`config.mk`:
```
export PLATFORM = sky130hd
export DESIGN_NAME = stack_ctrl_flat
export DESIGN_NICKNAME = d
export VERILOG_FILES = /design/src/rtl/stack_ctrl_pkg.sv /design/src/rtl/stack_ctrl_if.sv /design/src/rtl/stack_ctrl.sv /design/src/flat_wrapper.sv
export SDC_FILE = /design/constraint.sdc
export NUM_CORES = 1
export LEC_CHECK = 0
export CAP_MARGIN = 10
export CORE_MARGIN = 2
export CORE_UTILIZATION = 45
export CTS_BUF_LIST = sky130_fd_sc_hd__clkbuf_4
export DETAILED_ROUTE_END_ITERATION = 16
export GPL_TIMING_DRIVEN = 0
export PLACE_DENSITY = 0.84
export SLEW_MARGIN = 20
export SYNTH_ARGS = -nofsm -noshare
export SYNTH_HDL_FRONTEND = slang
export SYNTH_SLANG_ARGS = --single-unit
```
`constraint.sdc`:
```
create_clock -name clk -period 3.15 [get_ports clk]
set_clock_uncertainty 0.15 [all_clocks]
set_input_delay 0.63 -clock clk [delete_from_list [all_inputs] [get_ports clk]]
set_output_delay 0.63 -clock clk [all_outputs]
set_load 0.01 [all_outputs]
```
`src/rtl/stack_ctrl_pkg.sv`:
```
// rtl/stack_ctrl_pkg.sv - shared widths, op encodings and FSM states for the stack sequencer
package stack_ctrl_pkg;

   localparam int DW    = 16;
   localparam int DEPTH = 32;
   localparam int SPW   = $clog2(DEPTH) + 1;

   typedef enum logic [2:0] {
      OP_NOP  = 3'd0,
      OP_PUSH = 3'd1,
      OP_POP  = 3'd2,
      OP_CALL = 3'd3,
      OP_RET  = 3'd4,
      OP_CLR  = 3'd5
   } op_t;

   typedef enum logic [1:0] {
      IDLE,
      ISSUE,
      CAPTURE
   } state_t;

   // Codes 6 and 7 are reserved and behave exactly like NOP.
   function automatic logic is_nop(input logic [2:0] op);
      return (op == OP_NOP) || (op > OP_CLR);
   endfunction

endpackage

```
`src/rtl/stack_ctrl_if.sv`:
```
// rtl/stack_ctrl_if.sv - request/response handshake between control unit and stack sequencer
interface stack_ctrl_if;
   import stack_ctrl_pkg::*;

   logic          req_valid;
   logic          req_ready;
   logic [2:0]    req_op;
   logic [DW-1:0] req_data;
   logic          rsp_valid;
   logic [DW-1:0] rsp_data;
   logic          rsp_err;
   logic          pc_load;

   modport master (
      output req_valid, req_op, req_data,
      input  req_ready, rsp_valid, rsp_data, rsp_err, pc_load
   );

   modport slave (
      input  req_valid, req_op, req_data,
      output req_ready, rsp_valid, rsp_data, rsp_err, pc_load
   );

endinterface

```
`src/rtl/stack_ctrl.sv`:
```
// rtl/stack_ctrl.sv - sequences PUSH/POP/CALL/RET/CLR onto the 32x16 LIFO and tracks its depth
module stack_ctrl
   import stack_ctrl_pkg::*;
(
   input  logic           clk,
   input  logic           rst,
   stack_ctrl_if.slave    bus,
   output logic [DW-1:0]  stk_din,
   output logic           stk_en,
   output logic           stk_rw,
   output logic           stk_rst,
   input  logic [DW-1:0]  stk_dout,
   output logic [SPW-1:0] depth,
   output logic           full,
   output logic           empty,
   output logic           err_ovf,
   output logic           err_unf
);

   state_t        state;
   logic [2:0]    op_q;
   logic [DW-1:0] data_q;
   logic          is_wr;
   logic          is_rd;
   logic          is_clr;

   assign is_wr  = (op_q == OP_PUSH) || (op_q == OP_CALL);
   assign is_rd  = (op_q == OP_POP)  || (op_q == OP_RET);
   assign is_clr = (op_q == OP_CLR);

   assign full          = (depth == SPW'(DEPTH));
   assign empty         = (depth == '0);
   assign bus.req_ready = (state == IDLE);

   // Stack pins are decoded from registered state; rst drives the stack's own clear directly.
   always_comb begin
      stk_en  = 1'b0;
      stk_rw  = 1'b0;
      stk_rst = 1'b0;
      stk_din = '0;
      if (rst) begin
         stk_en  = 1'b1;
         stk_rst = 1'b1;
      end else if (state == ISSUE) begin
         if (is_wr && !full) begin
            stk_en  = 1'b1;
            stk_rw  = 1'b1;
            stk_din = (op_q == OP_CALL) ? data_q + 1'b1 : data_q;
         end else if (is_rd && !empty) begin
            stk_en = 1'b1;
         end else if (is_clr) begin
            stk_en  = 1'b1;
            stk_rst = 1'b1;
         end
      end
   end

   always_ff @(posedge clk) begin
      if (rst) begin
         state         <= IDLE;
         op_q          <= OP_NOP;
         data_q        <= '0;
         depth         <= '0;
         err_ovf       <= 1'b0;
         err_unf       <= 1'b0;
         bus.rsp_valid <= 1'b0;
         bus.rsp_err   <= 1'b0;
         bus.rsp_data  <= '0;
         bus.pc_load   <= 1'b0;
      end else begin
         bus.rsp_valid <= 1'b0;
         bus.rsp_err   <= 1'b0;
         bus.pc_load   <= 1'b0;
         case (state)
            IDLE: begin
               if (bus.req_valid) begin
                  op_q   <= bus.req_op;
                  data_q <= bus.req_data;
                  if (!is_nop(bus.req_op))
                     state <= ISSUE;
               end
            end
            ISSUE: begin
               state <= IDLE;
               if (is_wr) begin
                  if (full) err_ovf <= 1'b1;
                  else      depth   <= depth + 1'b1;
               end else if (is_rd) begin
                  if (empty) begin
                     err_unf       <= 1'b1;
                     bus.rsp_valid <= 1'b1;
                     bus.rsp_err   <= 1'b1;
                     bus.rsp_data  <= '0;
                  end else begin
                     depth <= depth - 1'b1;
                     state <= CAPTURE;
                  end
               end else if (is_clr) begin
                  depth   <= '0;
                  err_ovf <= 1'b0;
                  err_unf <= 1'b0;
               end
            end
            CAPTURE: begin
               bus.rsp_data  <= stk_dout;
               bus.rsp_valid <= 1'b1;
               bus.pc_load   <= (op_q == OP_RET);
               state         <= IDLE;
            end
            default: state <= IDLE;
         endcase
      end
   end

endmodule

```
`src/flat_wrapper.sv`:
```
// flat-port wrapper written by rule: the top's interface ports become plain ports
module stack_ctrl_flat import stack_ctrl_pkg::*;
  (clk, rst, stk_din, stk_en, stk_rw, stk_rst, stk_dout, depth, full, empty, err_ovf, err_unf, bus_req_valid, bus_req_op, bus_req_data, bus_req_ready, bus_rsp_valid, bus_rsp_data, bus_rsp_err, bus_pc_load);
  stack_ctrl_if bus_i ();
  input  logic clk;
  input  logic rst;
  output logic [DW-1:0] stk_din;
  output logic stk_en;
  output logic stk_rw;
  output logic stk_rst;
  input  logic [DW-1:0] stk_dout;
  output logic [SPW-1:0] depth;
  output logic full;
  output logic empty;
  output logic err_ovf;
  output logic err_unf;
  input wire logic [$bits(bus_i.req_valid)-1:0] bus_req_valid;
  input wire logic [$bits(bus_i.req_op)-1:0] bus_req_op;
  input wire logic [$bits(bus_i.req_data)-1:0] bus_req_data;
  output wire logic [$bits(bus_i.req_ready)-1:0] bus_req_ready;
  output wire logic [$bits(bus_i.rsp_valid)-1:0] bus_rsp_valid;
  output wire logic [$bits(bus_i.rsp_data)-1:0] bus_rsp_data;
  output wire logic [$bits(bus_i.rsp_err)-1:0] bus_rsp_err;
  output wire logic [$bits(bus_i.pc_load)-1:0] bus_pc_load;
  assign bus_i.req_valid = bus_req_valid;
  assign bus_i.req_op = bus_req_op;
  assign bus_i.req_data = bus_req_data;
  assign bus_req_ready = bus_i.req_ready;
  assign bus_rsp_valid = bus_i.rsp_valid;
  assign bus_rsp_data = bus_i.rsp_data;
  assign bus_rsp_err = bus_i.rsp_err;
  assign bus_pc_load = bus_i.pc_load;
  stack_ctrl u_core (.clk(clk), .rst(rst), .bus(bus_i), .stk_din(stk_din), .stk_en(stk_en), .stk_rw(stk_rw), .stk_rst(stk_rst), .stk_dout(stk_dout), .depth(depth), .full(full), .empty(empty), .err_ovf(err_ovf), .err_unf(err_unf));
endmodule
```
; Yosys cells after proc, flatten, opt, wreduce, memory -nomap -nowiden
; Cells that the tools add are included.
[totals]
ff_bits = 48
in_bits = 38
output_inout_bits = 49
wordCells = 98
[op_classes]
add_sub_neg = 3
order_cmp = 1
n_eq_ne = 18
mux = 41
bitwise = 3
reduce_logical = 22
[ops]
columns = op, n
row1 = $mux 16, 7
row2 = $pmux 16 s2, 1
row3 = $mux 6, 5
row4 = $mux 1, 21
row5 = $add 16x1->16 const B, 1
row6 = $reduce_and 4->1, 4
row7 = $mux 2, 5
row8 = $ne 2x1->1 const B, 5
row9 = $ne 2x2->1 const B, 4
row10 = $add 6x1->6 const B, 1
row11 = $eq 3x2->1 const B, 2
row12 = $eq 3x3->1 const B, 2
row13 = $eq 6x6->1 const B, 1
row14 = $logic_not 6->1, 1
row15 = $reduce_bool 2->1, 3
row16 = $sub 6x1->6 const B, 1
row17 = $pmux 2 s2, 1
row18 = $reduce_and 2->1, 2
row19 = $reduce_or 2->1, 2
row20 = $eq 3x1->1 const B, 1
row21 = $gt 3x3->1 const B, 1
row22 = $logic_not 3->1, 1
row23 = $logic_or 1x1->1, 3
row24 = $ne 3x3->1 const B, 1
row25 = 8 further kinds, 12

; Depth between registers and ports, before layout
; Gate-level depths: netlist of run 1.
[depth]
word_depth = 7
depth_mapped = 9
mapped_depth_nobuf = 7

; Worst setup path after synthesis of run 1
; Ideal clock, no wire load.
[synth_timing]
path_type = reg2out
startpoint = register u_core.depth[0]
endpoint = output stk_din[10]
t_arrival_ns = 1.787
setup_slack_ns = 0.583
path_stages_with_launch = 8
path_buffers = 1
cell_sequence = dfxtp_1 inv_1 ha_1 nor4b_4 and2_1 nand3b_1 buf_2 nor2_1
[synth_via]
elab_chain_len = 6
[synth_lines]
columns = element, line_no
row1 = "start, declared", stack_ctrl.sv:13  ; output logic [SPW-1:0] depth,
row2 = "start signal, assigned", stack_ctrl.sv:87  ; else depth <= depth + 1'b1;
row3 = "start signal, assigned", stack_ctrl.sv:95  ; depth <= depth - 1'b1;
row4 = $eq 6x6->1, stack_ctrl.sv:31  ; assign full = (depth == SPW'(DEPTH));
row5 = via full, flat_wrapper.sv:13  ; output logic full;
row6 = $logic_not 1->1, stack_ctrl.sv:45  ; if (is_wr && !full) begin
row7 = $logic_and 1x1->1, stack_ctrl.sv:45
row8 = $mux 16, stack_ctrl.sv:45
row9 = $mux 16, stack_ctrl.sv:44  ; end else if (state == ISSUE) begin
row10 = $mux 16, stack_ctrl.sv:41  ; if (rst) begin
row11 = "end, declared", flat_wrapper.sv:7  ; output logic [DW-1:0] stk_din;
; The timed path passes the listed nets, and every way through them passes these cells.

; Worst setup path after layout of run 1
[layout_timing]
startpoint = register u_core.depth[0]
endpoint = output stk_din[15]
[layout_via]
elab_chain_len = 6
[layout_lines]
columns = element, line_no
row1 = $eq 6x6->1, stack_ctrl.sv:31
row2 = $logic_not 1->1, stack_ctrl.sv:45
row3 = $logic_and 1x1->1, stack_ctrl.sv:45
row4 = $mux 16, stack_ctrl.sv:45
row5 = $mux 16, stack_ctrl.sv:44
row6 = $mux 16, stack_ctrl.sv:41
; Every way passes these cells.

==> results of run 1 <==
[area by class of cell]
type / instances / area, sq um / area share (%)
well taps: 70 / 87.58 / 2.460
clock inverters: 3 / 17.52 / 0.4921
multi-input cells: 221 / 1389 / 39.02
repair buffers: 95 / 913.4 / 25.66
clock buffers: 5 / 37.54 / 1.054
plain buffers: 17 / 113.9 / 3.199
flip-flops and latches: 48 / 970.9 / 27.28
inverters: 8 / 30.03 / 0.8436
[metrics by stage]
step           std cells  hold WS [ps]
3_5_place_dp         449         312.3
4_1_cts              464         332.1
6_report             467         328.4
2_1_floorplan        294         298.1
3_3_place_gp         449         304.0
5_1_grt              467         356.2
[state kept, by name, indices dropped and copies added, names as in the netlist, 2 cells and up]
signal,count
u_core.bus.rsp_data,16
u_core.data_q,16
u_core.depth,6
u_core.op_q,3
u_core.state,2
[power breakdown]
group / switching (W) / internal [W] / total, W
combinational: 0.0000970 / 0.0000985 / 0.000195
sequential: 0.0000203 / 0.000625 / 0.000645
clock: 0.000203 / 0.0000867 / 0.000290
[placed cells by master, fill, tap and decap left out, drive strengths merged, types with 12 or more instances in the layout]
master / n
clkdlybuf4s50: 68
nand2: 55
dfxtp: 48
a21oi: 32
nor2: 25
a22o: 17
buf: 17
dlygate4sd2: 15
clkbuf: 15
xor2: 12
[metal layers]
layer  wire [um]  track usage [%]
met1        2817            27.67
met2        3136            38.00
met3         415            3.605
met4          59            3.393
met5           0                0
[worst reg2reg max path, cell delays in order (launching register included)]
cell	delay, ps
dfxtp_4	370
inv_1	60
ha_1	190
nor4b_4	130
buf_4	150
and2_1	160
buf_4	150
and3_4	170
nor3_2	400
buf_6	210
a22o_1	150
[repair_timing]
item | CTS | global route
endpoints found under the setup margin | 18 | 5
setup buffers | 7 | 3
gates cloned | 0 | 0
hold endpoints to repair | 0 | 0
pin swaps | 5 | 2
resized for setup | 35 | 7
[how the worst max path moves through the flow]
stage	startpoint	end	cells past startpoint
after global routing	u_core.depth[0]	stk_din[12]	9
after floorplan	u_core.depth[0]	stk_din[10]	7
after CTS	u_core.depth[0]	stk_rw	8
final	u_core.depth[0]	stk_din[15]	9
after global placement	u_core.depth[0]	stk_din[8]	8
after detailed placement	u_core.depth[0]	stk_din[12]	8
[cells by family (layout without fill, tap and decap cells)]
kind of cell / after synthesis / after routing / share of synthesized area, %
and+or+nand+nor: 126 / 126 / 24.97
AOI/OAI and AO/OA: 68 / 68 / 19.26
DFF: 48 / 48 / 39.55
buffers and inverters: 25 / 128 / 5.252
xor gates and xnor gates: 17 / 17 / 6.128
adders and majority gates: 7 / 7 / 3.604
muxes: 3 / 3 / 1.236
==> impl_metrics.ini, run 1 <==
[layout]
areaGrowthSynthToFinish_pct = 46.50
n_antenna_cell = 0
post_route_cells_drive_above_1_share_pct = 11.34
postLayoutCellArea_sq_um = 3560
nFillCells = 425
layout.core_utilization_pct = 68.82
nNetsFinal = 441

[worst_setup_path]
critical_path_buf_inv_count = 4
crit_chain = inv_1, ha_1, nor4b_4, and2_1, nand3b_1, buf_6, buf_4, nor2_1, dlygate4sd2_1
timing.reg2reg.worst_path_depth = 10
cp-start-kind = flop
origin_of_the_critical_flop_to_flop_path = u_core.depth[0]
rr_endpoint = u_core.bus.rsp_data[4]
worstPathArrival_ps = 2310
worst_path_max_fanout = 6
cp.required_ps = 2370
slowest_stage = dfxtp_4
worst_path_max_stage_delay_ps = 370
worstSetupEndpointType = output pin
critPathTopFamily = buffers and inverters
setup.worst_path.class = reg2out
r2r_slack_ps = 810

[synth]
yosys_warnings = 0
most_repeated_cell_in_the_gate_level_netlist_after_synthesis = nand2_1
syn-instance-count = 294
synth_sequential_area_ratio_pct = 39.55
synth_fp_nets = 339
number_of_library_cell_types_mapped_by_synthesis = 46
syn_area_sq_um = 2430
synth.largest_area_cell = dfxtp_1
synth_edf_count = 0
dominantRegCellSynth = dfxtp_1
synth_top_cells_by_area = dfxtp_1 40%, nand2_1 8.5%, a22o_1 6.1%, a21oi_1 6.0%, xor2_1 4.3%
synth.ff_latch_count = 48
synth_top_area_share_pct = 39.55
synth_commonest_cells = 55 x nand2_1, 48 x dfxtp_1, 29 x a21oi_1
syn_avg_cell_area_sq_um = 8.265
synth_async_sr_flop_share_pct = 0

[place]
place.port_buffers = 85
gpl.final_weighted_congestion = 0.8624
post-dp-hpwl_mm = 4.527
postPlaceCellArea_sq_um = 3368
preCtsSetupSlack_ps = -115.1

[clocking]
clk_pin_slew_ps = 150
htree_levels = 2
cts_tree = done
clock_latency_on_the_worst_skew_pair_ps = 350
cts_made_buffers = 5
cts.sinks = 48
cts-hold-fix-buffers = 0
clockRootBuffer = clkbuf_4
ctsLongestPathBuffers = 2

[flow_run]
timing.max_cap.violations = 0

[timing]
timing.final.setup_violations = 0
max_freq_mhz = 323.5
hold_viol_final = 0
fin_tns_setup_ps = 0
report.final.slew_viol_count = 0
post_layout_min_period_ps = 3091
tightest_slew_ps = 513.3
fin_crit_sh_pct = 98.12
timing.slew.headroom_pct = 65.78
layout_setup_ws_ps = 59.08

[die]
io_pins = 87
fp-row-count = 26
die_h_um = 77.48
dieWidth_um = 77.48
fp.dieArea_sq_um = 6003
starting_density_pct = 46.98
floorplan.core_area_sq_um = 5172

[status]
outcome = complete, no violations

[min_path]
timing.hold.worst_path_depth = 2
min_from = u_core.data_q[15]
min_delay_worst_endpoint = u_core.data_q[15]
hold_path.class = reg2reg

[route]
route.detailed.wl_per_inst_um = 13.76
final_antenna_net_count = 0
vias_per_cell = 5.310
post_detailed_route_drc_marker_count = 0
drt_iter0_drc = 149
drtPass1Iterations = 5
dr_total_vias = 2480
detail_route.wirelength_mm = 6.428

[power]
power.density_cell_area_nw_per_um2 = 317.5
total_power_w = 0.001130
static-leakage-power_nw = 1.449
vdd_drop_max_mv = 0.2023

[grt]
groute.usage.overall_pct = 21.38
global_route.overflow_total = 0
grt_pass1_wl_mm = 10.69
initial_antenna_violation_count = 0
grt_start_max_net_pins = 16
grt_pass1_vias = 2327
Note: power is estimated with default switching activity, not from simulation.
==> run 2, diff against run 1 <==
--- a/config.mk
+++ b/config.mk
@@ -11,6 +11,7 @@
 export CTS_BUF_LIST = sky130_fd_sc_hd__clkbuf_4
 export DETAILED_ROUTE_END_ITERATION = 16
 export GPL_TIMING_DRIVEN = 0
+export HOLD_SLACK_MARGIN = 0.02
 export PLACE_DENSITY = 0.84
 export SLEW_MARGIN = 20
 export SYNTH_ARGS = -nofsm -noshare
==> results of run 2 <==
Final layout, timing and power as in run 1 (identical DEF).
